$ cat src/rtl/ldm_stm_sequencer_pkg.sv
// ldm_stm_sequencer_pkg: shared state, addressing-mode and register constants
package ldm_stm_sequencer_pkg;
  localparam logic [1:0] S_IDLE = 2'd0;
  localparam logic [1:0] S_XFER = 2'd1;
  localparam logic [1:0] S_WB   = 2'd2;
  localparam logic [1:0] S_DONE = 2'd3;
  // addressing mode as {P,U}
  localparam logic [1:0] M_DA = 2'b00;
  localparam logic [1:0] M_IA = 2'b01;
  localparam logic [1:0] M_DB = 2'b10;
  localparam logic [1:0] M_IB = 2'b11;
  localparam logic [3:0] PC_IDX = 4'd15;
endpackage

$ cat src/rtl/ldm_stm_sequencer_priority_enc16.sv
// priority_enc16: index of the lowest set bit of a 16-bit vector plus valid
module priority_enc16 (
  input  logic [15:0] in,
  output logic [3:0]  idx,
  output logic        valid
);
  always_comb begin
    idx = '0;
    for (int i = 15; i >= 0; i--)
      if (in[i]) idx = 4'(i);
    valid = |in;
  end
endmodule

$ cat src/rtl/ldm_stm_sequencer.sv
// ldm_stm_sequencer: LDM/STM block-transfer master driving the register file and data memory
module ldm_stm_sequencer
  import ldm_stm_sequencer_pkg::*;
#(
  parameter int NREG = 16,
  parameter int AW   = 4
) (
  input  logic            CLK,
  input  logic            RESET,
  input  logic            Start,
  input  logic            L,
  input  logic            P,
  input  logic            U,
  input  logic            W,
  input  logic [AW-1:0]   Rn,
  input  logic [NREG-1:0] RegList,
  input  logic [31:0]     BaseVal,
  output logic [AW-1:0]   A1,
  input  logic [31:0]     RD1,
  output logic [AW-1:0]   A3,
  output logic [31:0]     WD3,
  output logic            WE3,
  output logic            PCWrite,
  output logic [31:0]     PCData,
  output logic [31:0]     MemAddr,
  output logic            MemWrite,
  output logic [31:0]     WriteData,
  input  logic [31:0]     ReadData,
  output logic            Busy,
  output logic            Done
);
  logic [1:0]      st;
  logic            l, wb_en;
  logic [AW-1:0]   rn, r;
  logic [NREG-1:0] list, rest;
  logic [31:0]     addr, wbval, n4, start_addr;
  logic [4:0]      n;
  logic            rv, xfer, wb, ld, ld_pc, wb_rf, wb_pc;

  priority_enc16 u_enc (.in(list), .idx(r), .valid(rv));

  always_comb begin
    n = '0;
    for (int i = 0; i < NREG; i++) n = n + 5'(RegList[i]);
    n4 = {25'b0, n, 2'b0};
    start_addr = {P, U} == M_IA ? BaseVal :
                 {P, U} == M_IB ? BaseVal + 32'd4 :
                 {P, U} == M_DA ? BaseVal - n4 + 32'd4 : BaseVal - n4;
    rest = list & ~(NREG'(1) << r);
  end

  always_ff @(posedge CLK or posedge RESET) begin
    if (RESET) begin
      st    <= S_IDLE;
      l     <= 1'b0;
      wb_en <= 1'b0;
      rn    <= '0;
      list  <= '0;
      addr  <= '0;
      wbval <= '0;
    end else begin
      case (st)
        S_IDLE: if (Start) begin
          l     <= L;
          rn    <= Rn;
          list  <= RegList;
          addr  <= start_addr;
          wbval <= U ? BaseVal + n4 : BaseVal - n4;
          // a loaded base register wins over the writeback value
          wb_en <= W & ~(L & RegList[Rn]);
          st    <= n == 5'd0 ? S_DONE : S_XFER;
        end
        S_XFER: begin
          list <= rest;
          addr <= addr + 32'd4;
          if (rest == '0) st <= wb_en ? S_WB : S_DONE;
        end
        S_WB:    st <= S_DONE;
        default: st <= S_IDLE;
      endcase
    end
  end

  always_comb begin
    xfer      = st == S_XFER && rv;
    wb        = st == S_WB;
    ld        = xfer && l && r != PC_IDX;
    ld_pc     = xfer && l && r == PC_IDX;
    wb_rf     = wb && rn != PC_IDX;
    wb_pc     = wb && rn == PC_IDX;
    A1        = xfer && !l ? r : '0;
    A3        = ld ? r : wb_rf ? rn : '0;
    WD3       = ld ? ReadData : wb_rf ? wbval : '0;
    WE3       = ld || wb_rf;
    PCWrite   = ld_pc || wb_pc;
    PCData    = ld_pc ? ReadData : wb_pc ? wbval : '0;
    MemAddr   = xfer ? addr : '0;
    MemWrite  = xfer && !l;
    WriteData = MemWrite ? RD1 : '0;
    Busy      = st != S_IDLE;
    Done      = st == S_DONE;
  end
endmodule

$ cat config.mk
export PLATFORM = sky130hd
export DESIGN_NAME = ldm_stm_sequencer
export DESIGN_NICKNAME = d
export VERILOG_FILES = /design/src/rtl/ldm_stm_sequencer_pkg.sv /design/src/rtl/ldm_stm_sequencer_priority_enc16.sv /design/src/rtl/ldm_stm_sequencer.sv
export SDC_FILE = /design/constraint.sdc
export NUM_CORES = 1
export LEC_CHECK = 0
export ABC_AREA = 1
export CAP_MARGIN = 20
export CORE_AREA = 3 3 120 168
export DETAILED_ROUTE_END_ITERATION = 7
export DIE_AREA = 0 0 123 171
export DONT_BUFFER_PORTS = 1
export PLACE_DENSITY = 0.8
export SYNTH_ARGS = -nofsm -noshare
export SYNTH_HDL_FRONTEND = slang
export SYNTH_SLANG_ARGS = --single-unit
$ cat constraint.sdc
create_clock -name CLK -period 6.4 [get_ports CLK]
set_input_delay 0.96 -clock CLK [delete_from_list [all_inputs] [get_ports CLK]]
set_output_delay 0.96 -clock CLK [all_outputs]
set_load 0.05 [all_outputs]
==> results of run 1 <==
[final timing paths]
kind | from | endpoint | cells past startpoint
worst max-delay path | RegList[9] | addr[22]$_DFFE_PP0P_ | 30
worst min-delay path | RESET | addr[0]$_DFFE_PP0P_ | 1
worst max register to register | list[8]$_DFFE_PP0P_ | st[0]$_DFFE_PP0P_ | 14
worst min register to register | wbval[15]$_DFFE_PP0P_ | wbval[15]$_DFFE_PP0P_ | 2
max in group asynchronous | RESET | addr[26]$_DFFE_PP0P_ | 2
min in group CLK | wbval[15]$_DFFE_PP0P_ | wbval[15]$_DFFE_PP0P_ | 2
[metal layers]
metal	up-vias	GRT usage	part of all wire
met3	162	0.0840	0.086
li1	5864	-	-
met1	5593	0.367	0.33
met5	-	0	0
met2	641	0.632	0.49
met4	0	0.272	0.086
[final cells by class]
type / instances / area (um^2) / area share
Tap cell: 244 / 305 / 0.0251
Sequential cell: 88 / 2200 / 0.181
Timing Repair Buffer: 181 / 1410 / 0.116
Multi-Input combinational cell: 1258 / 6790 / 0.558
Antenna cell: 1 / 2.50 / 0.000206
Clock buffer: 11 / 243 / 0.0200
Clock inverter: 5 / 56.3 / 0.00463
Inverter: 308 / 1160 / 0.0956
[synthesized netlist by cell type (all sizes together), types with 4 or more instances]
| cell | n |
|---|---|
| a21oi | 76 |
| a31oi | 17 |
| buf | 15 |
| clkbuf | 68 |
| clkinv | 4 |
| dfrtp | 88 |
| fa | 12 |
| ha | 23 |
| inv | 304 |
| nand2 | 320 |
| nand3 | 122 |
| nand4 | 67 |
| nor2 | 237 |
| nor3 | 42 |
| nor4 | 7 |
| o211ai | 17 |
| o21ai | 226 |
| o22ai | 11 |
| o311ai | 4 |
| o31ai | 4 |
| or2 | 6 |
| xor2 | 41 |
[placed cells by master, fill, tap and decap left out, types with 33 or more instances in the layout]
cell,n
nor2_1,213
o21ai_1,77
o21ai_0,142
nor3_1,33
buf_4,176
a21oi_1,73
inv_1,295
dfrtp_1,88
xor2_1,35
nand4_1,67
nand3_1,119
nand2_1,310
[state kept, by name, summed over array words and instances (netlist names)]
register and flops:
l 1, st 2, wb_en 1, wbval 32
rn 4, list 16, addr 32
[where the power goes]
| part | leakage (nW) | internal (mW) | switching [mW] | total (mW) |
|---|---|---|---|---|
| Sequential | 1.06 | 0.840 | 0.253 | 1.09 |
| Combinational | 4.91 | 1.34 | 2.91 | 4.25 |
| Clock | 0.146 | 0.313 | 0.246 | 0.559 |
[per-stage QoR]
stage / hold slack (ns) / setup TNS (ns) / instances / util / cell area [um^2]
final: 0.516 / 0 / 2096 / 0.651 / 12200
after global routing: 0.537 / -0.0472 / 2096 / 0.651 / 12200
after CTS: 0.515 / 0 / 2083 / 0.636 / 11900
after detailed placement: 0.498 / -1.22 / 2067 / 0.620 / 11600
after global placement: 0.493 / -0.450 / 2067 / 0.620 / 11600
after floorplan: 0.472 / 0 / 1737 / - / 10300
[kinds of logic after synthesis]
| family | count (synthesis) | synth area share |
|---|---|---|
| and+or+nand+nor | 805 | 0.349 |
| buffers and inverters | 391 | 0.143 |
| AOI/OAI and AO/OA | 374 | 0.202 |
| DFF | 88 | 0.214 |
| xor gates and xnor gates | 44 | 0.0404 |
| adders and majority gates | 35 | 0.0513 |
[what timing repair did]
action	CTS	global route
endpoints found under the hold margin	0	0
buffers inserted	0	9
endpoints found under the setup margin	0	22
gates resized for setup	0	37
==> results.ini, run 1 <==
[run_status]
status = finished clean

[synth]
ys_types = 53
syn_area_mm2 = 0.0103
yosysWarnings = 0
synth_top_area_frac = 0.214
synth_seq_cells = 88
synth_area_leader_cell = dfrtp_1
synth_edf_count = 0
synth_fp_nets = 1895
syn_inst = 1737
synth.area.top_cells = dfrtp_1 21%, nand2_1 11%, inv_1 11%
synth_ff_type = dfrtp_1
async_reset_ff_frac = 1.00
avgSynthCellArea_um2 = 5.92
synth_seq_area_share = 0.214

[critical_path]
critical_path_class = in2reg
cp_max_fo = 5
max_stage_delay_ns = 0.57
cp.required_ns = 6.62
setup.worst_path.start_class = primary input
endpoint_kind = flop
cpMostUsedCell = fa_1
arrival_ns = 6.31
crit_buf_inv = 7
cp_slowest_cell = fa_1
critPathTopFamily = adder cells
reg2reg_slack_ns = 3.21

[clock_network]
clock_path_buffers = 2
cts_root_buf = clkbuf_16
clkTransAtPathRegs_ns = 0.07
cts_buffers = 9
holdBufCountCts = 0
cts_tree = done
htree_levels = 3
clock-sinks = 88
clk_latency_ns = 0.36

[placed_design]
io_buffers = 0
place_ws_ns = -0.253
gp_congestion = 1.02
dpl.hpwl_um = 29700

[route]
drtIter0Drc = 1302
drc_errors = 0
wirelength_um = 39000
vias_per_cell = 5.85
wl_per_cell_um = 18.6
num_vias = 12300
drt-pass1-iter-count = 6
postRouteAntennaNets = 0

[finish]
final_nets = 2004
drive_gt1_frac = 0.152
syn2layout_area_growth_pct = 18.2
fill_cells = 1782

[floorplanning]
die_w_um = 123
core.rowCount = 59
die_area_mm2 = 0.0210
core_mm2 = 0.0187
die_y_um = 171
ioPinCount = 264
start_util = 0.551

[global_route]
antenna_found_initial = 1
grt_max_degree = 78
first_global_vias = 11500
grtUsageTotal = 0.361
gr-total-overflow = 0
grt_pass1_wl_um = 59100

[pwr]
power_density_mw_per_mm2 = 485
finalPower_mw = 5.90
irDropWorstVdd_v = 0.000251
leakage_nw = 6.12

[timing]
slew_headroom = 0.381
finalMaxSlewViolations = 0
min_period_ns = 6.09
setup_viol = 0
hold_viol = 0
setup_slack_ns = 0.311
tightest_slew_ns = 0.923
timing.fmax_mhz = 164
skew_ns = 0.00951
finalCritPeriodShare = 0.951

[run]
maxCapViolCount = 0

[worst_hold_path]
min-delay-path-class = in2async

Note: power is estimated with default switching activity, not from simulation.
==> run 2, diff against run 1 <==
- CORE_AREA: 3 3 120 168 -> 3 3 145 203
- DIE_AREA: 0 0 123 171 -> 0 0 148 206
- PLACE_DENSITY: 0.8 -> not set
- SYNTH_HIERARCHICAL: not set -> 1
==> results.ini, run 2 <==
[global_route]
gr-total-overflow = 0
antenna_found_initial = 0
grt_max_degree = 74
first_global_vias = 12000
grt_pass1_wl_um = 69300
grtUsageTotal = 0.293

[critical_path]
cpMostUsedCell = nand2_1
arrival_ns = 6.35
critPathTopFamily = adder cells
cp_max_fo = 10
cp_slowest_cell = fa_1
setup.worst_path.start_class = primary input
critical_path_class = in2reg
crit_buf_inv = 3
max_stage_delay_ns = 0.58
endpoint_kind = flop
cp.required_ns = 6.71

[finish]
final_cell_mix = 342 x nand2_1, 274 x inv_1, 209 x nor2_1
drive_gt1_frac = 0.130
largestRegisters = addr (32), wbval (32), list (16)
num_antenna_cells = 0
design_area_mm2 = 0.0121
final_nets = 2017
layout_commonest_cell = nand2_1
syn2layout_area_growth_pct = 12.9
fill_cells = 3100

[route]
vias_per_cell = 5.66
wl_per_cell_um = 20.5
drt-pass1-iter-count = 6
wirelength_um = 45900
num_vias = 12600
drc_errors = 0
postRouteAntennaNets = 0
drtIter0Drc = 938

[synth]
synth_fp_nets = 1966
synth_seq_area_share = 0.206
synth_common_cells = 344 x nand2_1, 275 x inv_1, 210 x nor2_1
synth_edf_count = 0
synth_area_leader_cell = dfrtp_1
synth.area.top_cells = dfrtp_1 21%, nand2_1 12%, inv_1 9.6%
yosysWarnings = 6
synth_most_common_cell = nand2_1
ys_types = 54
synth_ff_type = dfrtp_1
async_reset_ff_frac = 1.00
synth_seq_cells = 88
syn_inst = 1808
avgSynthCellArea_um2 = 5.92
synth_top_area_frac = 0.206
syn_area_mm2 = 0.0107

[run_status]
status = finished clean

[timing]
tightest_slew_ns = 1.08
finalMaxSlewViolations = 0
timing.fmax_mhz = 165
setup_slack_ns = 0.354
hold_slack_ns = 0.493
hold_viol = 0
slew_headroom = 0.276
skew_ns = 0.0106
rsz0062_at_grt = no
finalCritPeriodShare = 0.945
min_period_ns = 6.05
setup_viol = 0
tns_ns = 0

[clock_network]
clock_path_buffers = 2
post_cts_buffers = 0
htree_levels = 3
cts_buffers = 9
cts_resized = 0
holdBufCountCts = 0
clk_latency_ns = 0.37
clkTransAtPathRegs_ns = 0.07
cts_tree = done
cts_root_buf = clkbuf_16
clock-sinks = 88

[pwr]
leakage_nw = 5.76
irDropWorstVdd_v = 0.000198
power_density_mw_per_mm2 = 467

[floorplanning]
die_w_um = 148
start_util = 0.386
core.rowCount = 72
die_y_um = 206
core_mm2 = 0.0277
die_area_mm2 = 0.0305
ioPinCount = 264

[run]
maxCapViolCount = 0

[placed_design]
place_ws_ns = -0.103
gp_congestion = 0.995
io_buffers = 0
dpl.hpwl_um = 36900
placed_area_mm2 = 0.0117

[worst_hold_path]
min-delay-path-class = reg2reg

run 2: power breakdown:
part	internal (mW)	switching, mW	total [mW]
Clock	0.399	0.234	0.633
Sequential	0.842	0.282	1.12
Combinational	1.04	2.85	3.89
run 2: metal layers:
layer  wire length (um)  part of all wire  track usage  vias up
li1                   -                 -            -     6013
met1              16600              0.36        0.317     5994
met2              23400              0.51        0.531      505
met3               2780             0.061       0.0478      115
met4               3060             0.067        0.178        0
met5                  0                 0            0        -
run 2: logic make-up (layout without fill, tap and decap cells):
family / after synthesis / count (layout) / share of synthesized area
AO/OA/AOI/OAI: 353 / 353 / 0.180
XOR/XNOR: 38 / 38 / 0.0325
adder cells (fa/ha/maj): 35 / 35 / 0.0493
buffers and inverters: 382 / 436 / 0.139
flip-flops: 88 / 88 / 0.206
AND/OR/NAND/NOR: 912 / 912 / 0.393
run 2: cell type report:
cell class / count / area (um^2) / area share
Clock buffer: 11 / 253 / 0.0209
Inverter: 302 / 1130 / 0.0939
Tap cell: 370 / 463 / 0.0383
Sequential cell: 88 / 2200 / 0.182
Timing Repair Buffer: 120 / 912 / 0.0754
Multi-Input combinational cell: 1338 / 7040 / 0.582
Clock inverter: 3 / 90.1 / 0.00745
run 2: worst register-to-register path: stages, from the launching register on:
cell	delay, ns
dfrtp_1	0.41
inv_1	0.09
nand2_1	0.07
nor3_1	0.14
inv_1	0.09
nor3_1	0.74
inv_1	0.13
buf_4	0.23
o21ai_0	0.16
inv_1	0.07
nor4_1	0.40
nand4_1	0.13
o21ai_0	0.43
o21ai_0	0.29
o31ai_1	0.26
run 2: per-stage QoR:
step                power [mW]  std cells   util
floorplan                 3.99       1808      -
global placement          4.97       2216  0.422
detailed placement        5.01       2218  0.423
CTS                       5.66       2232  0.436
global route              6.08       2232  0.436
finish                    5.64       2232  0.436
run 2: final timing paths:
check | startpoint | to | slack, ns | cells after the start
worst max-delay path | RegList[0] | addr[24]$_DFFE_PP0P_ | 0.35 | 25
worst min-delay path | addr[31]$_DFFE_PP0P_ | addr[31]$_DFFE_PP0P_ | 0.49 | 2
worst max register to register | list[2]$_DFFE_PP0P_ | st[1]$_DFFE_PP0P_ | 2.64 | 14
worst min register to register | addr[31]$_DFFE_PP0P_ | addr[31]$_DFFE_PP0P_ | 0.49 | 2
max in group asynchronous | RESET | addr[30]$_DFFE_PP0P_ | 4.67 | 2
min in group asynchronous | RESET | rn[1]$_DFFE_PP0P_ | 0.50 | 1
